==> config.mk <==
export PLATFORM = sky130hd
export DESIGN_NAME = btn_pulse_encoder
export DESIGN_NICKNAME = d
export VERILOG_FILES = /design/src/rtl/btn_pulse_encoder.sv
export SDC_FILE = /design/constraint.sdc
export NUM_CORES = 1
export LEC_CHECK = 0
export CAP_MARGIN = 20
export CORE_ASPECT_RATIO = 0.8
export CORE_MARGIN = 2
export CORE_UTILIZATION = 25
export CTS_BUF_LIST = sky130_fd_sc_hd__clkbuf_16
export DETAILED_ROUTE_END_ITERATION = 10
export PLACE_DENSITY = 0.51
export SLEW_MARGIN = 20
export SYNTH_ARGS = -nofsm -noshare
export SYNTH_HDL_FRONTEND = slang
export SYNTH_SLANG_ARGS = --single-unit
==> constraint.sdc <==
create_clock -name clk -period 8.7 [get_ports clk]
set_input_delay 1.74 -clock clk [delete_from_list [all_inputs] [get_ports clk]]
set_output_delay 1.74 -clock clk [all_outputs]
set_load 0.02 [all_outputs]
==> src/rtl/btn_pulse_encoder.sv <==
// -----------------------------------------------------------------------------
// btn_pulse_encoder
//   Front end for the 4-bit ALU / seven-segment controller. Four raw, bouncing
//   push-buttons are synchronised, debounced independently, and turned into
//   single-cycle event codes on num_o. Holding all four buttons for CLR_HOLD
//   cycles emits one 4'b1111 clear code.
//
//   Optional feature macro: BTN_AUTOREPEAT_EN
//     When defined, bits 0 (inc) and 1 (dec) auto-repeat while held as the
//     only active button: first repeat REPEAT_DELAY cycles after the press,
//     then every REPEAT_PERIOD cycles. When undefined no repeat logic exists.
//
// Ports
//   clk     : system clock
//   rst     : asynchronous, active-high reset
//   btn_i   : raw buttons (3 = cancel, 2 = next/op, 1 = dec, 0 = inc)
//   num_o   : registered one-cycle event code, 4'b0000 when idle
//   level_o : registered debounced button levels
// -----------------------------------------------------------------------------
module btn_pulse_encoder #(
  parameter int DEBOUNCE_CYCLES = 500000,
  parameter int CLR_HOLD        = 100000000,
  parameter int REPEAT_DELAY    = 25000000,
  parameter int REPEAT_PERIOD   = 10000000
) (
  input  logic       clk,
  input  logic       rst,
  input  logic [3:0] btn_i,
  output logic [3:0] num_o,
  output logic [3:0] level_o
);

  localparam int DB_W = $clog2(DEBOUNCE_CYCLES) + 1;
  localparam int CH_W = $clog2(CLR_HOLD) + 1;
  localparam logic [DB_W-1:0] DB_LAST = DB_W'(DEBOUNCE_CYCLES - 1);
  localparam logic [CH_W-1:0] CH_LAST = CH_W'(CLR_HOLD - 1);

  // The hold counter starts at 1 on entry, so a hold of one cycle is meaningless.
  if (DEBOUNCE_CYCLES < 1 || CLR_HOLD < 2 || REPEAT_DELAY < 1 || REPEAT_PERIOD < 1) begin : g_param_check
    $error("btn_pulse_encoder: illegal parameter value");
  end

  typedef enum logic [1:0] {
    CLR_IDLE  = 2'd0,
    CLR_COUNT = 2'd1,
    CLR_DONE  = 2'd2
  } clr_state_t;

  logic [3:0]      sync1_r;
  logic [3:0]      sync2_r;
  logic [DB_W-1:0] db_cnt_r [4];
  logic [3:0]      level_r;
  logic [3:0]      level_next_s;
  logic [3:0]      rise_s;
  logic [3:0]      rep_pulse_s;
  logic [3:0]      num_r;
  logic [3:0]      num_next_s;

  clr_state_t      clr_state_r;
  clr_state_t      clr_state_next_s;
  logic [CH_W-1:0] clr_cnt_r;
  logic            all_high_s;
  logic            all_low_s;
  logic            chord_fire_s;

  // Two-flop synchroniser per button.
  always_ff @(posedge clk or posedge rst) begin
    if (rst) begin
      sync1_r <= 4'b0000;
      sync2_r <= 4'b0000;
    end else begin
      sync1_r <= btn_i;
      sync2_r <= sync1_r;
    end
  end

  // Next debounced level: a bit flips once its counter has seen a full window of disagreement.
  always_comb begin
    level_next_s = level_r;
    for (int i = 0; i < 4; i++) begin
      if ((sync2_r[i] != level_r[i]) && (db_cnt_r[i] == DB_LAST)) begin
        level_next_s[i] = ~level_r[i];
      end else begin
        level_next_s[i] = level_r[i];
      end
    end
  end

  // Per-bit debounce counters and the debounced level register.
  always_ff @(posedge clk or posedge rst) begin
    if (rst) begin
      for (int i = 0; i < 4; i++) begin
        db_cnt_r[i] <= '0;
      end
      level_r <= 4'b0000;
    end else begin
      for (int i = 0; i < 4; i++) begin
        if (sync2_r[i] == level_r[i]) begin
          db_cnt_r[i] <= '0;
        end else if (db_cnt_r[i] == DB_LAST) begin
          db_cnt_r[i] <= '0;
        end else begin
          db_cnt_r[i] <= db_cnt_r[i] + DB_W'(1);
        end
      end
      level_r <= level_next_s;
    end
  end

  // Press detection: registered alongside level_r, so the pulse and the new level appear together.
  always_comb begin
    rise_s     = level_next_s & ~level_r;
    all_high_s = (level_r == 4'b1111);
    all_low_s  = (level_r == 4'b0000);
  end

  // Clear-chord state register.
  always_ff @(posedge clk or posedge rst) begin
    if (rst) begin
      clr_state_r <= CLR_IDLE;
    end else begin
      clr_state_r <= clr_state_next_s;
    end
  end

  // Hold counter: the cycle that enters CLR_COUNT already counts as the first held cycle,
  // so the clear code lands exactly CLR_HOLD cycles after the levels all went high.
  always_ff @(posedge clk or posedge rst) begin
    if (rst) begin
      clr_cnt_r <= '0;
    end else begin
      case (clr_state_r)
        CLR_IDLE: begin
          if (all_high_s) begin
            clr_cnt_r <= CH_W'(1);
          end else begin
            clr_cnt_r <= '0;
          end
        end
        CLR_COUNT: begin
          if (!all_high_s || chord_fire_s) begin
            clr_cnt_r <= '0;
          end else begin
            clr_cnt_r <= clr_cnt_r + CH_W'(1);
          end
        end
        default: clr_cnt_r <= '0;
      endcase
    end
  end

  // Clear-chord next-state logic.
  always_comb begin
    clr_state_next_s = clr_state_r;
    case (clr_state_r)
      CLR_IDLE: begin
        if (all_high_s) begin
          clr_state_next_s = CLR_COUNT;
        end else begin
          clr_state_next_s = CLR_IDLE;
        end
      end
      CLR_COUNT: begin
        if (!all_high_s) begin
          clr_state_next_s = CLR_IDLE;
        end else if (clr_cnt_r == CH_LAST) begin
          clr_state_next_s = CLR_DONE;
        end else begin
          clr_state_next_s = CLR_COUNT;
        end
      end
      CLR_DONE: begin
        if (all_low_s) begin
          clr_state_next_s = CLR_IDLE;
        end else begin
          clr_state_next_s = CLR_DONE;
        end
      end
      default: clr_state_next_s = CLR_IDLE;
    endcase
  end

  // Clear-chord output decode.
  always_comb begin
    chord_fire_s = 1'b0;
    case (clr_state_r)
      CLR_COUNT: begin
        if (all_high_s && (clr_cnt_r == CH_LAST)) begin
          chord_fire_s = 1'b1;
        end else begin
          chord_fire_s = 1'b0;
        end
      end
      default: chord_fire_s = 1'b0;
    endcase
  end

`ifdef BTN_AUTOREPEAT_EN
  localparam int RP_MAX = (REPEAT_DELAY > REPEAT_PERIOD) ? REPEAT_DELAY : REPEAT_PERIOD;
  localparam int RP_W   = $clog2(RP_MAX) + 1;
  localparam logic [RP_W-1:0] RD_LAST = RP_W'(REPEAT_DELAY - 1);
  localparam logic [RP_W-1:0] RP_LAST = RP_W'(REPEAT_PERIOD - 1);

  logic            rep_en_r;
  logic            rep_first_r;
  logic            rep_bit_r;
  logic [RP_W-1:0] rep_cnt_r;
  logic [3:0]      rep_code_s;
  logic            rep_hold_s;
  logic [RP_W-1:0] rep_last_s;

  // Repeat continues only while the pressed bit stays the sole debounced level
  // (judged on the next level, so a release or another rise stops it at once).
  always_comb begin
    rep_code_s = rep_bit_r ? 4'b0010 : 4'b0001;
    rep_hold_s = rep_en_r && (level_next_s == rep_code_s);
    rep_last_s = rep_first_r ? RD_LAST : RP_LAST;
    if (rep_hold_s && (rep_cnt_r == rep_last_s)) begin
      rep_pulse_s = rep_code_s;
    end else begin
      rep_pulse_s = 4'b0000;
    end
  end

  // Repeat arming and interval counter; armed only by a press that leaves that bit alone high.
  always_ff @(posedge clk or posedge rst) begin
    if (rst) begin
      rep_en_r    <= 1'b0;
      rep_first_r <= 1'b0;
      rep_bit_r   <= 1'b0;
      rep_cnt_r   <= '0;
    end else if (rise_s[0] && (level_next_s == 4'b0001)) begin
      rep_en_r    <= 1'b1;
      rep_first_r <= 1'b1;
      rep_bit_r   <= 1'b0;
      rep_cnt_r   <= '0;
    end else if (rise_s[1] && (level_next_s == 4'b0010)) begin
      rep_en_r    <= 1'b1;
      rep_first_r <= 1'b1;
      rep_bit_r   <= 1'b1;
      rep_cnt_r   <= '0;
    end else if (rep_hold_s) begin
      if (rep_pulse_s != 4'b0000) begin
        rep_cnt_r   <= '0;
        rep_first_r <= 1'b0;
      end else begin
        rep_cnt_r   <= rep_cnt_r + RP_W'(1);
      end
    end else begin
      rep_en_r    <= 1'b0;
      rep_first_r <= 1'b0;
      rep_cnt_r   <= '0;
    end
  end
`else
  assign rep_pulse_s = 4'b0000;
`endif

  // Event code: the clear chord wins over any coincident press or repeat pulse.
  always_comb begin
    if (chord_fire_s) begin
      num_next_s = 4'b1111;
    end else begin
      num_next_s = rise_s | rep_pulse_s;
    end
  end

  // Registered event output.
  always_ff @(posedge clk or posedge rst) begin
    if (rst) begin
      num_r <= 4'b0000;
    end else begin
      num_r <= num_next_s;
    end
  end

  assign num_o   = num_r;
  assign level_o = level_r;

endmodule

**After elaboration in Yosys (flattened, before gate mapping)**

Index checks and enable logic that the tools add are counted.

- Output and inout bits: 8
- Register bits: 126
- Input port bits: 6
- Logic and storage cells: 69

- Reduce and logical (&&, ||, !) cells: 9
- Multiplexer cells: 23
- Bitwise logic cells: 6
- Add/sub/neg operators: 5
- Equality and inequality tests: 16

Operators by type and width:

| cell | number |
|---|---|
| 20-bit 2-to-1 mux | 8 |
| 20-bit by 1-bit adder with 20-bit output (second input constant) | 4 |
| 20-bit by 19-bit == test with 1-bit output (second input constant) | 4 |
| 28-bit case mux with 2 select lines | 1 |
| 28-bit by 1-bit adder with 28-bit output (second input constant) | 1 |
| 28-bit by 27-bit == test with 1-bit output (second input constant) | 1 |
| 28-bit 2-to-1 mux | 1 |
| 1-bit 2-to-1 mux | 8 |
| 2-bit 2-to-1 mux | 3 |
| 2-bit case mux with 3 select lines | 1 |
| 1-bit logical AND | 5 |
| 4-bit AND | 1 |
| 1-bit == test | 4 |
| 4-bit == test (second input constant) | 1 |
| 4-bit zero test | 1 |
| 4-bit 2-to-1 mux | 1 |
| 1-bit != test | 4 |
| 1-bit inverter | 4 |
| 4-bit inverter | 1 |
| 2-bit by 1-bit == test with 1-bit output (second input constant) | 1 |
| 2-bit == test (second input constant) | 1 |
| 2-bit zero test | 1 |
| 1-bit zero test | 1 |
| 1-bit logical OR | 1 |

**Depth between registers and ports, before layout**

Gate-level depths: netlist of run 1.

- Word-level depth: 7
- Depth in mapped cells: 6
- Gate-level depth less buffers: 5

**Least setup slack after synthesis of run 1**

No wires, ideal clock.

- Kind: flip-flop to output port
- Start: reg level_r[3], in the netlist level_o[3]
- End: out level_o[3]
- Path slack: 6480 ps
- Stages on the path, launching flop included: 1
- Data required time: 6960 ps
- Buffers on the path: 0
- Data arrival time: 480 ps
- Cell sequence: dfrtp_1

RTL lines:

| what | line | RTL |
|---|---|---|
| start: declaration | 52 | `logic [3:0] level_r;` |
| start signal: assignment | 106 | `level_r <= level_next_s;` |
| end: declaration | 30 | `output logic [3:0] level_o` |

No word-level cell between the ends.

**Worst setup path after layout of run 1**

- Start: reg level_r[0], in the netlist level_o[0]
- End: out level_o[0]

No word-level cell between the ends.

==> flow_summary.yaml, run 1 <==
routing:
  drc: 0
  via_per_inst: 4.800
  vias: 4690
  ant_nets: 0
  drt_pre_antenna_iters: 4
  routed_wl_um: 12890
  wl_per_cell_um: 13.19
  drtIter0Drc: 340
worst_setup_path:
  cp_top_family: "buffers and inverters"
  critPathCaptureType: "output port"
  cp_max_fo: 6
  criticalPathCategory: "flop to output port"
  crit_buf_inv: 1
  reg2reg_setup_slack_ns: 6.48
  worstReg2RegStart: "db_cnt_r[51]$_DFF_PP0_"
  regToRegEndpoint: "db_cnt_r[47]$_DFF_PP0_"
  crit_chain: "clkdlybuf4s50_1"
  crit_required_ns: 6.96
  crit_slowest_cell: "clkdlybuf4s50_1"
  start_kind: "flop"
  arrival_ns: 1.56
  worst_path_largest_cell_delay_ns: 0.66
  r2r_cells: 3
logic_synthesis:
  synth_edf_count: 0
  yosys-top-cells-area: "dfrtp_1, xnor2_1, nor2_1"
  synth_top_cell_by_area: "dfrtp_1"
  syn_nets: 643
  synth_mux_area_share_pct: 0.7279
  synth_commonest_cells: "dfrtp_1, nor2_1, a21oi_1, nand2_1, xnor2_1"
  synth_ff_type: "dfrtp_1"
  yosys_warnings: 0
  synth_fa_ha_area_share_pct: 1.011
  synth_cell_types: 37
  avgSynthCellArea_sq_um: 9.792
  postSynth.asyncResetShare_pct: 100.0
  synthXorXnorAreaFrac_pct: 8.350
  synth_top_family_by_area: "simple AND/OR/NAND/NOR gates"
  ys_ff_latch: 126
  synthCells: 632
  syn-cell-area_sq_um: 6188
  synth-simple-area-share_pct: 26.89
  synth_compound_area_share_pct: 9.927
  yosysMostFrequentCell: "dfrtp_1"
  synth_top_area_share_pct: 50.95
  ys_seq_area_share_pct: 50.95
global_route:
  grt_max_degree: 67
  grt_pass1_vias: 4278
  grt_util_all_layers_pct: 10.47
  antenna_found_initial: 0
  grt_pass1_wl_um: 21900
  gr-total-overflow: 0
clock_tree:
  h-tree-depth: 4
  post-cts-setup-buffers: 0
  cts_resized: 0
  path_clk_slew_ns: 0.06
  clock_latency_ns: 0.42
  clockBufferDepth: 2
  cts_tree: "built"
  cts_made_buffers: 17
  cts.sink_count: 126
  cts_root_buffer: "clkbuf_16"
  ctsHoldBuffers: 0
die:
  die_h_um: 144.7
  die_x_um: 179.9
  ioPinCount: 14
  rows: 51
  start_util_pct: 25.45
  die_area_sq_um: 26040
  core_area_sq_um: 24310
sta:
  fmax_mhz: 302.9
  setup_ws_ns: 5.399
  holdWs_ns: 0.3809
  setup_viol: 0
  tightest_slew_ns: 1.012
  fin_crit_sh_pct: 37.95
  finalCriticalPeriod_ns: 3.301
  finClkSkew_ns: 0.01088
  slew_headroom_pct: 32.29
  tns_ns: 0
  finalHoldViolations: 0
  slew_violations: 0
  rsz0062_at_grt: "no"
worst_hold_path:
  hold_class: "flop to flop"
  whs_endpoint: "sync2_r[1]$_DFF_PP0_"
  min-delay-start: "sync1_r[1]$_DFF_PP0_"
  min_delay_path_depth: 0
pwr:
  power_density_nw_per_um2: 190.4
  total_power_w: 0.001388
  leakage_nw: 2.757
  vdd_ir_drop_max_mv: 0.1226
final_layout:
  layout.nets: 657
  syn_to_final_growth_pct: 17.83
  diodes: 0
  drive_gt1_share_pct: 6.222
placed_design:
  place_congestion: 0.7418
  place.port_buffers: 13
  post-place-ws_ns: 5.115
  dp_hpwl_um: 8551
run:
  maxCapViolCount: 0
run_status:
  status: "complete, no violations"
[cell usage in the layout, fill, tap and decap left out, types with 2 or more instances in the layout]
cell	synthesis	final
dfrtp_1	126	126
nand2b_1	5	5
nor4bb_1	3	3
inv_1	14	15
a21oi_1	44	44
nor2_1	68	68
ha_1	5	5
xor2_1	24	24
nor4b_1	2	2
nand4_1	31	31
o21ai_0	27	27
or4b_1	2	2
nand3_1	34	34
clkinvlp_4	0	3
clkinv_1	0	2
and3_1	14	14
nor4_1	23	23
nand2_1	44	44
and2_1	4	4
nand4b_1	3	3
xnor2_1	35	35
and4_1	9	9
clkbuf_16	0	17
o21bai_1	2	2
or4_1	27	27
mux2_2	4	4
or3_1	22	22
clkdlybuf4s50_1	0	13
a21o_1	2	2
o31ai_1	21	21
bufinv_16	0	5
nor3_1	8	8
buf_4	0	3
clkinv_2	0	3
[power breakdown]
| group | switching (W) | internal [W] | leakage (nW) |
|---|---|---|---|
| clock network | 0.000255 | 0.000502 | 0.306 |
| registers | 0.00000626 | 0.000593 | 1.73 |
| logic | 0.0000228 | 0.00000899 | 0.719 |
| total | 0.000285 | 0.00110 | 2.76 |
[kinds of logic (layout without fill, tap and decap cells)]
logic type	count (synthesis)	after routing
fa+ha+maj	5	5
flops	126	126
buf+inv	35	62
mux	4	4
xor+xnor	59	59
simple gates	302	302
compound gates	101	101
[area by class of cell]
cell class | count | area (sq um)
clock buffer | 17 | 425.4
clock inverter | 15 | 202.7
fill | 2482 | 17020
inverter | 14 | 57.56
multi-input combinational | 471 | 2903
sequential | 126 | 3153
tap | 318 | 397.9
timing repair buffer | 16 | 152.6
[stage by stage]
stage	util [%]	cell area, sq um	cells
global route	29.99	7292	977
global placement	27.41	6664	945
detailed placement	27.41	6664	945
CTS	29.99	7292	977
finish	29.99	7292	977
floorplan	-	6188	632
[flip-flops by register name, summed over array words and instances, names as in the netlist]
signal and flops:
clr_cnt_r 28, clr_state_r 2, db_cnt_r 80, level_o 4
num_o 4, sync1_r 4, sync2_r 4
[metal layers]
metal | track usage [%] | up-vias | wire length, um
met5 | 0 | - | 0
met4 | 3.209 | 0 | 143
met3 | 3.303 | 11 | 393
met2 | 14.76 | 51 | 5324
met1 | 15.16 | 2269 | 7025
li1 | - | 2359 | -
[worst max path at each step]
stage,startpoint,to,slack [ns],cells after the start
after floorplan,rst,clr_cnt_r[0]$_DFF_PP0_,3.60,1
after global placement,rst,db_cnt_r[32]$_DFF_PP0_,5.10,3
after detailed placement,rst,db_cnt_r[32]$_DFF_PP0_,5.11,3
after CTS,level_o[3]$_DFF_PP0_,level_o[3],5.38,1
after global routing,level_o[3]$_DFF_PP0_,level_o[3],5.32,1
final,level_o[0]$_DFF_PP0_,level_o[0],5.40,1
(Power assumes the default switching activity.)
==> run 2: changes to the inputs <==
- PLACE_DENSITY: 0.51 -> 0.52
- clock period: 8.7 -> 2.95 ns (I/O delays scaled with it)
==> run 2 against run 1 <==
  * Final cell count increased by 0.41%
  * Clock power increased to 2.7 times the previous value
  * Global-route usage increased by 0.47 points
  * First-iteration DRC count increased by 14%
  * Via count increased by 0.41%
  * Final area about the same
  * Sequential power increased to 3.0 times the previous value
  * Routed wire length increased by 2.4%
  * Count of clock-buffer cells in the layout unchanged
  * Combinational power increased to 3.2 times the previous value
  * Total power increased to 2.8 times the previous value
  * Worst hold slack got worse by 0.033 ns
  * Critical path type unchanged
  * Largest cell class unchanged
==> flow_summary.yaml, run 2 (same netlist as run 1, synthesis figures left out) <==
run_status:
  status: "complete, no violations"
final_layout:
  layout_commonest_cell: "dfrtp_1"
  multi_input_area_sq_um: 2903
  final_area_sq_um: 7289
  diodes: 0
  layout.nets: 661
  layout_common_cells: "dfrtp_1, nor2_1, nand2_1, a21oi_1, xnor2_1"
  regArea_sq_um: 3153
  fillers: 2512
  drive_gt1_share_pct: 6.938
  top_regs: "db_cnt_r: 80 flops, clr_cnt_r: 28 flops"
  fin_util_pct: 29.98
  largest-register: "db_cnt_r"
  syn_to_final_growth_pct: 17.79
  largest_register_ffs: 80
sta:
  tns_ns: 0
  finClkSkew_ns: 0.01155
  slew_headroom_pct: 56.63
  finalHoldViolations: 0
  tightest_slew_ns: 0.6505
  fmax_mhz: 456.9
  setup_viol: 0
  rsz0062_at_grt: "no"
  slew_violations: 0
  fin_crit_sh_pct: 74.20
  finalCriticalPeriod_ns: 2.189
clock_tree:
  cts_root_buffer: "clkbuf_16"
  h-tree-depth: 4
  cts_made_buffers: 17
  cts.sink_count: 126
  ctsHoldBuffers: 0
  cts_tree: "built"
  cts_resized: 0
  post-cts-setup-buffers: 0
  clockBufferDepth: 2
  path_clk_slew_ns: 0.06
  clock_latency_ns: 0.42
pwr:
  total_power_w: 0.003910
  leakage_nw: 2.748
  vdd_ir_drop_max_mv: 0.3880
  power_density_nw_per_um2: 536.4
routing:
  routed_wl_um: 13190
  vias: 4709
  ant_nets: 0
  via_per_inst: 4.800
  drc: 0
  wl_per_cell_um: 13.45
  drt_pre_antenna_iters: 6
  drtIter0Drc: 389
die:
  core_area_sq_um: 24310
  rows: 51
  die_area_sq_um: 26040
  ioPinCount: 14
  die_h_um: 144.7
  die_x_um: 179.9
  start_util_pct: 25.45
worst_setup_path:
  cp_top_family: "buffers and inverters"
  start_kind: "flop"
  crit_chain: "clkdlybuf4s50_1"
  arrival_ns: 1.60
  worst_path_largest_cell_delay_ns: 0.68
  critPathCaptureType: "output port"
  cp_max_fo: 6
  crit_buf_inv: 1
  crit_slowest_cell: "clkdlybuf4s50_1"
  crit_required_ns: 2.36
  criticalPathCategory: "flop to output port"
placed_design:
  placed_area_sq_um: 6718
  place.port_buffers: 13
  dp_hpwl_um: 8739
  place_congestion: 0.7570
global_route:
  top_usage_layer: "met1"
  gr-total-overflow: 0
  globalRouteMet1Util_pct: 16.03
  grt_use_met2_pct: 15.31
  grt_util_all_layers_pct: 10.93
  grt_max_degree: 72
  grt_pass1_vias: 4481
  antenna_found_initial: 0
  grt_pass1_wl_um: 22910
  met3_usage_pct: 3.003
run:
  maxCapViolCount: 0
worst_hold_path:
  hold_class: "flop to flop"
[run 2: cell count changes in the layout (fill, tap and decap cells not counted), sizes merged]
cell / delta
bufinv: -3
clkinvlp: +2
clkinv: +1
buf: +4
[run 2: path summary, 6_finish.rpt]
check,from,to,slack [ns],cells past startpoint
max reg2reg,db_cnt_r[40]$_DFF_PP0_,db_cnt_r[58]$_DFF_PP0_,0.78,5
max,level_o[3]$_DFF_PP0_,level_o[3],0.76,1
min in group asynchronous,rst,db_cnt_r[4]$_DFF_PP0_,0.50,2
min,sync1_r[2]$_DFF_PP0_,sync2_r[2]$_DFF_PP0_,0.35,0
min reg2reg,sync1_r[2]$_DFF_PP0_,sync2_r[2]$_DFF_PP0_,0.35,0
max in group asynchronous,rst,db_cnt_r[51]$_DFF_PP0_,1.75,3
[run 2: final cells by class]
class	instances	share of cell area [%]
timing repair buffer	20	2.849
clock buffer	17	5.836
tap	318	5.458
multi-input combinational	471	39.82
inverter	14	0.7724
clock inverter	15	2.008
sequential	126	43.25
[run 2: routing by layer]
metal / up-vias / wire length (um)
li1: 2366 / -
met1: 2279 / 7223
met2: 51 / 5355
met3: 13 / 450
met4: 0 / 163
met5: - / 0
[run 2: metrics by stage]
step | hold WS [ns] | setup WS [ns] | std cells
finish | 0.3477 | 0.7612 | 981
global route | 0.3671 | 0.6680 | 981
global placement | 0.3333 | 0.8499 | 949
CTS | 0.3507 | 0.6974 | 981
detailed placement | 0.3364 | 0.7980 | 949
floorplan | 0.3312 | 0.8067 | 632
[run 2: where the power goes]
part,leakage [nW],internal (W),switching (W)
Clock,0.272,0.00124,0.000805
Sequential,1.73,0.00175,0.0000187
Combinational,0.744,0.0000328,0.0000690
[run 2: worst reg2reg max path, stage by stage (launching register included)]
cell,delay [ns]
dfrtp_1,0.38
ha_1,0.24
nand4_1,0.32
or4_1,0.66
or3_1,0.34
a21oi_1,0.15
